### config.mk
export PLATFORM = sky130hd
export DESIGN_NAME = serdes_serializer_flat
export DESIGN_NICKNAME = d
export VERILOG_FILES = /design/src/rtl/serdes_serializer_if.sv /design/src/rtl/serdes_serializer.sv /design/src/flat_wrapper.sv
export SDC_FILE = /design/constraint.sdc
export NUM_CORES = 1
export LEC_CHECK = 0
export CORE_MARGIN = 5
export CORE_UTILIZATION = 27
export CTS_CLUSTER_SIZE = 16
export DETAILED_ROUTE_END_ITERATION = 16
export PLACE_DENSITY = 0.49
export SETUP_SLACK_MARGIN = 0.05
export SLEW_MARGIN = 20
export SYNTH_ARGS = -nofsm -noshare
export SYNTH_HDL_FRONTEND = slang
export SYNTH_SLANG_ARGS = --single-unit
export TNS_END_PERCENT = 1
### constraint.sdc
create_clock -name clk -period 14.4 [get_ports clk]
set_input_delay 1.44 -clock clk [delete_from_list [all_inputs] [get_ports clk]]
set_output_delay 1.44 -clock clk [all_outputs]
set_load 0.01 [all_outputs]
### src/rtl/serdes_serializer_if.sv
`default_nettype none
// ============================================================================
// Module   : serdes_serializer_if
// Purpose  : Frame-in / word-out val/rdy bundle for serdes_serializer.
// Revision : 1.0 - initial release
// ============================================================================
interface serdes_serializer_if #(
    parameter int N_SAMPLES = 8,
    parameter int BIT_WIDTH = 32
);
    logic                 recv_val;
    logic                 recv_rdy;
    logic [BIT_WIDTH-1:0] recv_msg [N_SAMPLES-1:0];
    logic                 send_val;
    logic                 send_rdy;
    logic [BIT_WIDTH-1:0] send_msg;
    logic                 send_last;

    // The serializer sits on the slave side of this bundle.
    modport slave (
        input  recv_val, recv_msg, send_rdy,
        output recv_rdy, send_val, send_msg, send_last
    );

    modport master (
        output recv_val, recv_msg, send_rdy,
        input  recv_rdy, send_val, send_msg, send_last
    );
endinterface
`default_nettype wire

### src/rtl/serdes_serializer.sv
`default_nettype none
// ============================================================================
// Module   : serdes_serializer
// Purpose  : Captures an N_SAMPLES-word frame, streams it out lowest index
//            first. Optional macro SERDES_SERIALIZER_PIPELINE_EN accepts the
//            next frame on the last beat for back-to-back frames.
// Revision : 1.0 - initial release
// ============================================================================
module serdes_serializer #(
    parameter int N_SAMPLES = 8,
    parameter int BIT_WIDTH = 32
) (
    input  wire logic          clk,
    input  wire logic          reset,
    serdes_serializer_if.slave bus
);

    typedef enum logic [0:0] {
        S_IDLE = 1'b0,
        S_SEND = 1'b1
    } state_t;

    generate
        if (N_SAMPLES == 1) begin : g_passthru
            // Single-word frames need no storage; clk/reset are deliberately unused.
            logic w_unused_clk_rst;
            assign w_unused_clk_rst = clk | reset;
            assign bus.recv_rdy     = bus.send_rdy;
            assign bus.send_val     = bus.recv_val;
            assign bus.send_msg     = bus.recv_msg[0];
            assign bus.send_last    = 1'b1;
        end else begin : g_fsm
            localparam int                 c_IDX_W    = $clog2(N_SAMPLES);
            localparam logic [c_IDX_W-1:0] c_LAST_IDX = c_IDX_W'(N_SAMPLES - 1);

            state_t               r_state;
            logic [c_IDX_W-1:0]   r_idx;
            logic [BIT_WIDTH-1:0] r_frame [N_SAMPLES-1:0];
            logic [BIT_WIDTH-1:0] r_send_msg;
            logic                 r_send_last;

            logic [c_IDX_W-1:0]   w_idx_nxt;
            logic                 w_recv_rdy;
            logic                 w_recv_fire;
            logic                 w_send_fire;

            // Only used on non-last beats, where idx+1 <= N_SAMPLES-1 cannot overflow.
            assign w_idx_nxt = r_idx + c_IDX_W'(1);

`ifdef SERDES_SERIALIZER_PIPELINE_EN
            assign w_recv_rdy = (r_state == S_IDLE) | (r_send_last & bus.send_rdy);
`else
            assign w_recv_rdy = (r_state == S_IDLE);
`endif
            assign w_recv_fire = bus.recv_val & w_recv_rdy;
            assign w_send_fire = (r_state == S_SEND) & bus.send_rdy;

            assign bus.recv_rdy  = w_recv_rdy;
            assign bus.send_val  = (r_state == S_SEND);
            assign bus.send_msg  = r_send_msg;
            assign bus.send_last = r_send_last;

            always_ff @(posedge clk or posedge reset) begin
                if (reset) begin
                    r_state     <= S_IDLE;
                    r_idx       <= '0;
                    r_send_msg  <= '0;
                    r_send_last <= 1'b0;
                    for (int i = 0; i < N_SAMPLES; i++) begin
                        r_frame[i] <= '0;
                    end
                end else if (w_recv_fire) begin
                    // In pipelined mode this also retires the previous frame's last beat.
                    r_state     <= S_SEND;
                    r_idx       <= '0;
                    r_send_msg  <= bus.recv_msg[0];
                    r_send_last <= 1'b0;
                    for (int i = 0; i < N_SAMPLES; i++) begin
                        r_frame[i] <= bus.recv_msg[i];
                    end
                end else if (w_send_fire) begin
                    if (r_send_last) begin
                        r_state     <= S_IDLE;
                        r_idx       <= '0;
                        r_send_msg  <= r_frame[0];
                        r_send_last <= 1'b0;
                    end else begin
                        r_idx       <= w_idx_nxt;
                        r_send_msg  <= r_frame[w_idx_nxt];
                        r_send_last <= (w_idx_nxt == c_LAST_IDX);
                    end
                end
            end
        end
    endgenerate

endmodule
`default_nettype wire

### src/flat_wrapper.sv
// flat-port wrapper written by rule: the top's interface ports become plain ports
module serdes_serializer_flat 
#(
    parameter int N_SAMPLES = 8,
    parameter int BIT_WIDTH = 32
)
  (clk, reset, bus_recv_val, bus_recv_msg, bus_send_rdy, bus_recv_rdy, bus_send_val, bus_send_msg, bus_send_last);
  serdes_serializer_if #(.N_SAMPLES(N_SAMPLES), .BIT_WIDTH(BIT_WIDTH)) bus_i ();
  input  wire logic clk;
  input  wire logic reset;
  input wire logic [$bits(bus_i.recv_val)-1:0] bus_recv_val;
  input wire logic [$bits(bus_i.recv_msg)-1:0] bus_recv_msg;
  input wire logic [$bits(bus_i.send_rdy)-1:0] bus_send_rdy;
  output wire logic [$bits(bus_i.recv_rdy)-1:0] bus_recv_rdy;
  output wire logic [$bits(bus_i.send_val)-1:0] bus_send_val;
  output wire logic [$bits(bus_i.send_msg)-1:0] bus_send_msg;
  output wire logic [$bits(bus_i.send_last)-1:0] bus_send_last;
  assign bus_i.recv_val = bus_recv_val;
  assign bus_i.recv_msg = {>>{bus_recv_msg}};
  assign bus_i.send_rdy = bus_send_rdy;
  assign bus_recv_rdy = bus_i.recv_rdy;
  assign bus_send_val = bus_i.send_val;
  assign bus_send_msg = bus_i.send_msg;
  assign bus_send_last = bus_i.send_last;
  serdes_serializer #(.N_SAMPLES(N_SAMPLES), .BIT_WIDTH(BIT_WIDTH)) u_core (.clk(clk), .reset(reset), .bus(bus_i));
endmodule
; After elaboration in Yosys (flattened, before gate mapping)
; Index checks and enable logic that the tools add are counted.
[classes]
n_addsub = 1
n_lt_le_gt_ge = 1
eq_ne = 1
mux = 14
bitwise_logic = 3
reduce_logical = 3
[op_table]
columns = op, n
row1 = $mux W32, 4
row2 = $bmux W32 S3, 1
row3 = $mux W3, 3
row4 = $mux W1, 6
row5 = $lt A3 B4 Y1 const B, 1
row6 = $reduce_bool A2 Y1, 2
row7 = $add A3 B1 Y3 const B, 1
row8 = $eq A3 B3 Y1 const B, 1
row9 = $and A1 B1 Y1, 2
row10 = $reduce_and A2 Y1, 1
row11 = $not A1 Y1, 1
[word_totals]
register_bits = 293
input_bits = 260
out_inout_bits = 35
wordCells = 35

; Longest topological paths before layout
; Gate-level depths: netlist of run 1.
[logic_depth]
ltp_word = 6
depth_mapped = 10
depth_no_buf = 5

; Least setup slack after synthesis of run 1
; Ideal clock, no wire load.
[synth_timing]
path_kind = input -> register
start = input port bus_recv_val
end = register u_core.g_fsm.r_frame[0] (netlist bit)
setup_time_ns = 0.125
arrival_ns = 2.389
required_ns = 14.275
setup_slack_ns = 11.886
stages = 5
path_buffers = 3
path_cell_list = nor2b_1 > buf_2 > buf_2 > buf_2 > mux2_2
[synth_via]
elab_chain_len = 1
[synth_rtl]
columns = item, line
row1 = from (decl), flat_wrapper.sv:11  ; input wire logic [$bits(bus_i.recv_val)-1:0] bus_recv_val;
row2 = $and A1 B1 Y1, serdes_serializer.sv:55  ; assign w_recv_fire = bus.recv_val & w_recv_rdy;
row3 = "to (signal, indexed assignment)", serdes_serializer.sv:79  ; r_frame[i] <= bus.recv_msg[i];
row4 = to (decl), serdes_serializer.sv:38  ; logic [BIT_WIDTH-1:0] r_frame [N_SAMPLES-1:0];
; Every way passes these cells.
; A chain may end at the register's enable or synchronous reset.

; Worst setup path in the final report of run 1
[layout_timing]
start = input port bus_recv_val
end = register u_core.g_fsm.r_frame[3] (netlist bit)
; The elaborated chain is that of the path after synthesis.

==> flow_summary.json, run 1 <==
{
  "status": "complete, no violations",
  "drt-initial-drc-count": 481,
  "cts_hold_buf": 0,
  "crit_top_cell": "buf_4",
  "core_area_um2": 48800,
  "die_y_um": 232,
  "path_clk_slew_ps": 50,
  "rsz0062_at_grt": "no",
  "maxSlewViolCount": 0,
  "skew_ps": 14.1,
  "power-per-cell-area_nw_per_um2": 225,
  "drc": 0,
  "worst_slack_ps": 9700,
  "yosysWarnings": 0,
  "post_cts_buffers": 0,
  "cts.sinks": 293,
  "r2r_setup_slack_ps": 10740,
  "reg2reg_depth": 5,
  "worst_slew_pin_slew_ps": 1110,
  "cts_tree": "done",
  "path_cells": "clkdlybuf4s50_1, nor2b_4, buf_12, buf_4, buf_4, mux2_2",
  "htree_levels": 2,
  "netlist_area_um2": 13300,
  "worstReg2RegEnd": "u_core.g_fsm.r_frame[3]",
  "initial_core_util": 0.273,
  "cpLargestDelayFamily": "buffers and inverters",
  "synth-edff-count": 0,
  "ys_types": 29,
  "grt_pass1_vias": 9517,
  "grt_pass1_wl_um": 61500,
  "synth_flop_cell": "dfrtp_1",
  "num-fill-cells": 4733,
  "hold_start": "u_core.g_fsm.r_frame[83]",
  "die_area_um2": 53900,
  "cts_buffers": 37,
  "leakage_nw": 7.20,
  "crit_type": "input pin to flop",
  "critPathMaxFanout": 169,
  "clk_latency_ps": 540,
  "syn_inst": 870,
  "finalHoldViolCount": 0,
  "setup_viol": 0,
  "dpl_worst_slack_ps": 9330,
  "port_buffers": 294,
  "grt-ovfl-total": 0,
  "cp-end-kind": "flop",
  "fmax_mhz": 213,
  "antenna_found_initial": 6,
  "worst_ep_required_time_ps": 14820,
  "async_reset_ff_frac": 1.00,
  "syn_avg_cell_area_um2": 15.3,
  "min_path_type": "flop to flop",
  "slowest_stage": "buf_4",
  "nets": 1408,
  "routed_wl_um": 40800,
  "syn-num-nets": 1132,
  "start_kind": "input pin",
  "cts_max_path_buffers": 3,
  "ys_seq_elements": 293,
  "final_cell_mix": "clkdlybuf4s50_1 (294), dfrtp_1 (291), mux2_2 (257)",
  "fin_tns_setup_ps": 0,
  "max_stage_delay_ps": 760,
  "wl_per_cell_um": 22.2,
  "ir_drop_mv": 0.0876,
  "gp_congestion": 0.747,
  "grt_use_total": 0.151,
  "critPathArrivalTime_ps": 5120,
  "first_pass_iters": 4,
  "clockRootBuffer": "clkbuf_16",
  "final_common_cell": "clkdlybuf4s50_1",
  "die_w_um": 232,
  "worstHoldPathCells": 1,
  "ant_nets": 0,
  "multiInputGateArea_um2": 5620,
  "vias": 8663,
  "regArea_um2": 7340,
  "rows": 81,
  "grt_max_degree": 170,
  "fin_crit_sh": 0.326,
  "holdPathEnd": "u_core.g_fsm.r_frame[83]",
  "syn_to_final_growth_pct": 36.1,
  "yosysSeqAreaShare": 0.550,
  "drive_gt1_frac": 0.336,
  "io_pins": 295,
  "slew_headroom": 0.261,
  "maxCapViolCount": 0,
  "cts_resized": 0,
  "fin_crit_ps": 4700,
  "crit_buf_inv": 4,
  "r2r_start": "u_core.bus.send_val",
  "hpwlAfterDp_um": 27100,
  "vias_per_cell": 4.71
}
[sequential cells by signal (all words and copies together) (netlist names)]
| name | count |
|---|---|
| u_core.g_fsm.r_frame | 256 |
| u_core.bus.send_msg | 32 |
| u_core.g_fsm.r_idx | 3 |
| u_core.bus.send_last | 1 |
| u_core.bus.send_val | 1 |
[cells in the mapped netlist, types with 2 or more instances]
library cell  instances  area (um2)
clkbuf_1             20        75.1
o21ai_0               6        30.0
buf_12                5         100
buf_1                 6        22.5
mux4_2               54        1220
dfrtp_1             293        7330
buf_2                36         180
buf_6                 2        22.5
nor3_1               31         155
a21oi_1               2        10.0
o21ai_1              31         155
inv_1                 3        11.3
ha_1                  2        25.0
mux4_1               10         263
nor2_1                2        7.51
mux2_2              257        2890
a22oi_1              31         233
nand2_1               5        18.8
o311ai_1             32         280
nand2b_1             33         206
[layout make-up]
class | instances | share of cell area
clock buffer | 55 | 0.0620
tap | 664 | 0.0458
multi-input combinational | 504 | 0.310
antenna | 3 | 0.000414
clock inverter | 9 | 0.00725
sequential | 293 | 0.405
inverter | 3 | 0.00104
timing repair buffer | 307 | 0.168
[power breakdown]
part | switching (mW) | internal [mW] | total [mW]
clock network | 0.358 | 0.592 | 0.950
registers | 0.258 | 1.23 | 1.49
logic | 0.729 | 0.911 | 1.64
[logic make-up (layout without fill, tap and decap cells)]
logic type,after synthesis,in the layout,share of synthesized area
buffers and inverters,73,374,0.0320
AND/OR/NAND/NOR,75,75,0.0315
adder cells (fa/ha/maj),2,2,0.00188
flip-flops,293,293,0.550
multiplexers,322,322,0.329
AO/OA/AOI/OAI,103,103,0.0538
XOR/XNOR,2,2,0.00132
other,0,3,0
[routing by layer]
metal  global-route usage  wire length [um]  vias to the layer above  part of all wire
li1                     -                 -                     3872                 -
met1                0.208             18400                     4514              0.45
met2                0.236             18900                      211              0.46
met3               0.0412              2690                       56             0.066
met4               0.0393               744                       10             0.018
met5                    0                69                        -            0.0017
[how the worst max path moves through the flow]
stage            startpoint                        end  slack (ps)  cells past startpoint
2_1_floorplan         reset       u_core.bus.send_last        4870                      1
3_3_place_gp   bus_recv_val   u_core.g_fsm.r_frame[32]        9360                      6
3_5_place_dp   bus_recv_val  u_core.g_fsm.r_frame[226]        9330                      6
4_1_cts        bus_recv_val  u_core.g_fsm.r_frame[226]        9930                      6
5_1_grt        bus_recv_val   u_core.g_fsm.r_frame[33]        9620                      6
6_report       bus_recv_val    u_core.g_fsm.r_frame[3]        9700                      6
[metrics by stage]
| stage | utilization | instance area, um2 | power, mW | hold WS, ps | cells |
|---|---|---|---|---|---|
| floorplan | - | 13300 | 2.57 | 472 | 870 |
| global placement | 0.345 | 16900 | 3.14 | 483 | 1771 |
| detailed placement | 0.345 | 16900 | 3.17 | 488 | 1771 |
| CTS | 0.371 | 18100 | 4.16 | 502 | 1835 |
| global route | 0.371 | 18100 | 4.35 | 511 | 1835 |
| finish | 0.371 | 18100 | 4.08 | 497 | 1838 |
Power figures use the tool's default switching activity.
==> inputs of run 2 (changes only) <==
- clock period: 14.4 -> 4.4 ns (I/O delays scaled with it)
==> run 2 against run 1 <==
Against the previous run:
- register-to-register slack got worse by 9100 ps
- combinational power rose to 3.2 times the previous value
- sequential share of layout area barely moved
- via count rose by 0.44%
- critical path type is now flop to flop
- largest power group unchanged
==> flow_summary.json, run 2 (synthesized netlist as in run 1, its figures left out) <==
{
  "largest_reg_flops": 256,
  "gp_congestion": 0.794,
  "die_y_um": 232,
  "skew_ps": 18.0,
  "clockRootBuffer": "clkbuf_16",
  "crit_type": "flop to flop",
  "worst_slew_pin_slew_ps": 876,
  "startpoint": "u_core.g_fsm.r_idx[0]",
  "fin_crit_sh": 0.627,
  "antenna_found_initial": 6,
  "power-per-cell-area_nw_per_um2": 726,
  "initial_core_util": 0.273,
  "cts_max_path_buffers": 3,
  "fin_tns_setup_ps": 0,
  "vias": 8701,
  "path_cells": "inv_1, ha_4, buf_12, mux4_2, nor3_1, o21ai_1",
  "syn_to_final_growth_pct": 36.1,
  "min_path_type": "input pin to async pin",
  "htree_levels": 2,
  "hpwlAfterDp_um": 28800,
  "path_clk_slew_ps": 60,
  "final_common_cell": "clkdlybuf4s50_1",
  "grt_use_total": 0.153,
  "drive_gt1_frac": 0.333,
  "wl_per_cell_um": 22.6,
  "grt_max_degree": 142,
  "post_cts_buffers": 0,
  "fmax_mhz": 363,
  "final_cell_mix": "clkdlybuf4s50_1 (294), dfrtp_1 (291), mux2_2 (257)",
  "slowest_stage": "ha_4",
  "cts_resized": 0,
  "drt-initial-drc-count": 578,
  "cts_buffers": 37,
  "worst_ep_required_time_ps": 4800,
  "port_buffers": 294,
  "status": "complete, no violations",
  "rows": 81,
  "ir_drop_mv": 0.317,
  "maxSlewViolCount": 0,
  "grt_pass1_wl_um": 62300,
  "cts_hold_buf": 0,
  "vias_per_cell": 4.72,
  "core_area_um2": 48800,
  "maxCapViolCount": 0,
  "max_stage_delay_ps": 660,
  "cp-end-kind": "flop",
  "clk_latency_ps": 540,
  "critPathMaxFanout": 34,
  "die_w_um": 232,
  "grt-ovfl-total": 0,
  "r2r_start": "u_core.g_fsm.r_idx[0]",
  "cpLargestDelayFamily": "adder cells",
  "grt_pass1_vias": 9296,
  "start_kind": "flop",
  "rsz0062_at_grt": "no",
  "drc": 0,
  "ant_nets": 0,
  "die_area_um2": 53900,
  "regMostFlops": "u_core.g_fsm.r_frame",
  "io_pins": 295,
  "fin_crit_ps": 2760,
  "cts_tree": "done",
  "crit_buf_inv": 2,
  "nets": 1412,
  "critPathArrivalTime_ps": 3150,
  "leakage_nw": 7.20,
  "slew_headroom": 0.416,
  "whs_ps": 249,
  "routed_wl_um": 41600,
  "setup_viol": 0,
  "first_pass_iters": 4,
  "finalHoldViolCount": 0,
  "cts.sinks": 293
}
## run 2: changes by cell type in the layout (fill, tap and decap cells not counted), moves of 2 or more
cell and change:
buf_12 +5, bufinv_16 -3, clkbuf_1 +6, clkbuf_16 +2, clkbuf_8 -4, clkinv_2 +2, inv_6 -2
## run 2: where the power goes
group	internal [mW]	switching, mW	leakage [nW]
combinational	3.02	2.25	3.04
sequential	4.04	0.913	3.58
clock	1.77	1.16	0.582
total	8.84	4.32	7.20
## run 2: area by class of cell
cell class                      count  area (um2)
Multi-Input combinational cell    504        5620
Clock inverter                      6        33.8
Clock buffer                       59        1140
Tap cell                          664         831
Timing Repair Buffer              311        3150
Sequential cell                   293        7340
Inverter                            3        15.0
Fill cell                        4739       30700
Antenna cell                        2        5.00
## run 2: path summary, 6_finish.rpt
check,end,slack [ps],cells after the start
max in group asynchronous,u_core.bus.send_msg[1],3000,3
max,u_core.bus.send_msg[14],1640,6
min reg2reg,u_core.g_fsm.r_frame[37],500,1
max reg2reg,u_core.bus.send_msg[14],1640,6
min,u_core.g_fsm.r_frame[118],250,2
min in group clk,u_core.g_fsm.r_frame[37],500,1
## run 2: metal layers
| layer | track usage | routed length [um] | vias up |
|---|---|---|---|
| met5 | 0 | 59 | - |
| met4 | 0.0447 | 810 | 8 |
| met3 | 0.0379 | 2560 | 48 |
| met2 | 0.228 | 18900 | 227 |
| met1 | 0.222 | 19300 | 4546 |
| li1 | - | - | 3872 |
## run 2: stage by stage
stage	util	cell area, um2	std cells	worst slack [ps]	power, mW
after detailed placement	0.347	17000	1775	1540	10.3
final	0.371	18100	1842	1640	13.2
after floorplan	-	13300	870	70.9	8.40
after CTS	0.371	18100	1840	1540	13.4
after global routing	0.371	18100	1841	1400	14.0
after global placement	0.347	17000	1775	1560	10.3
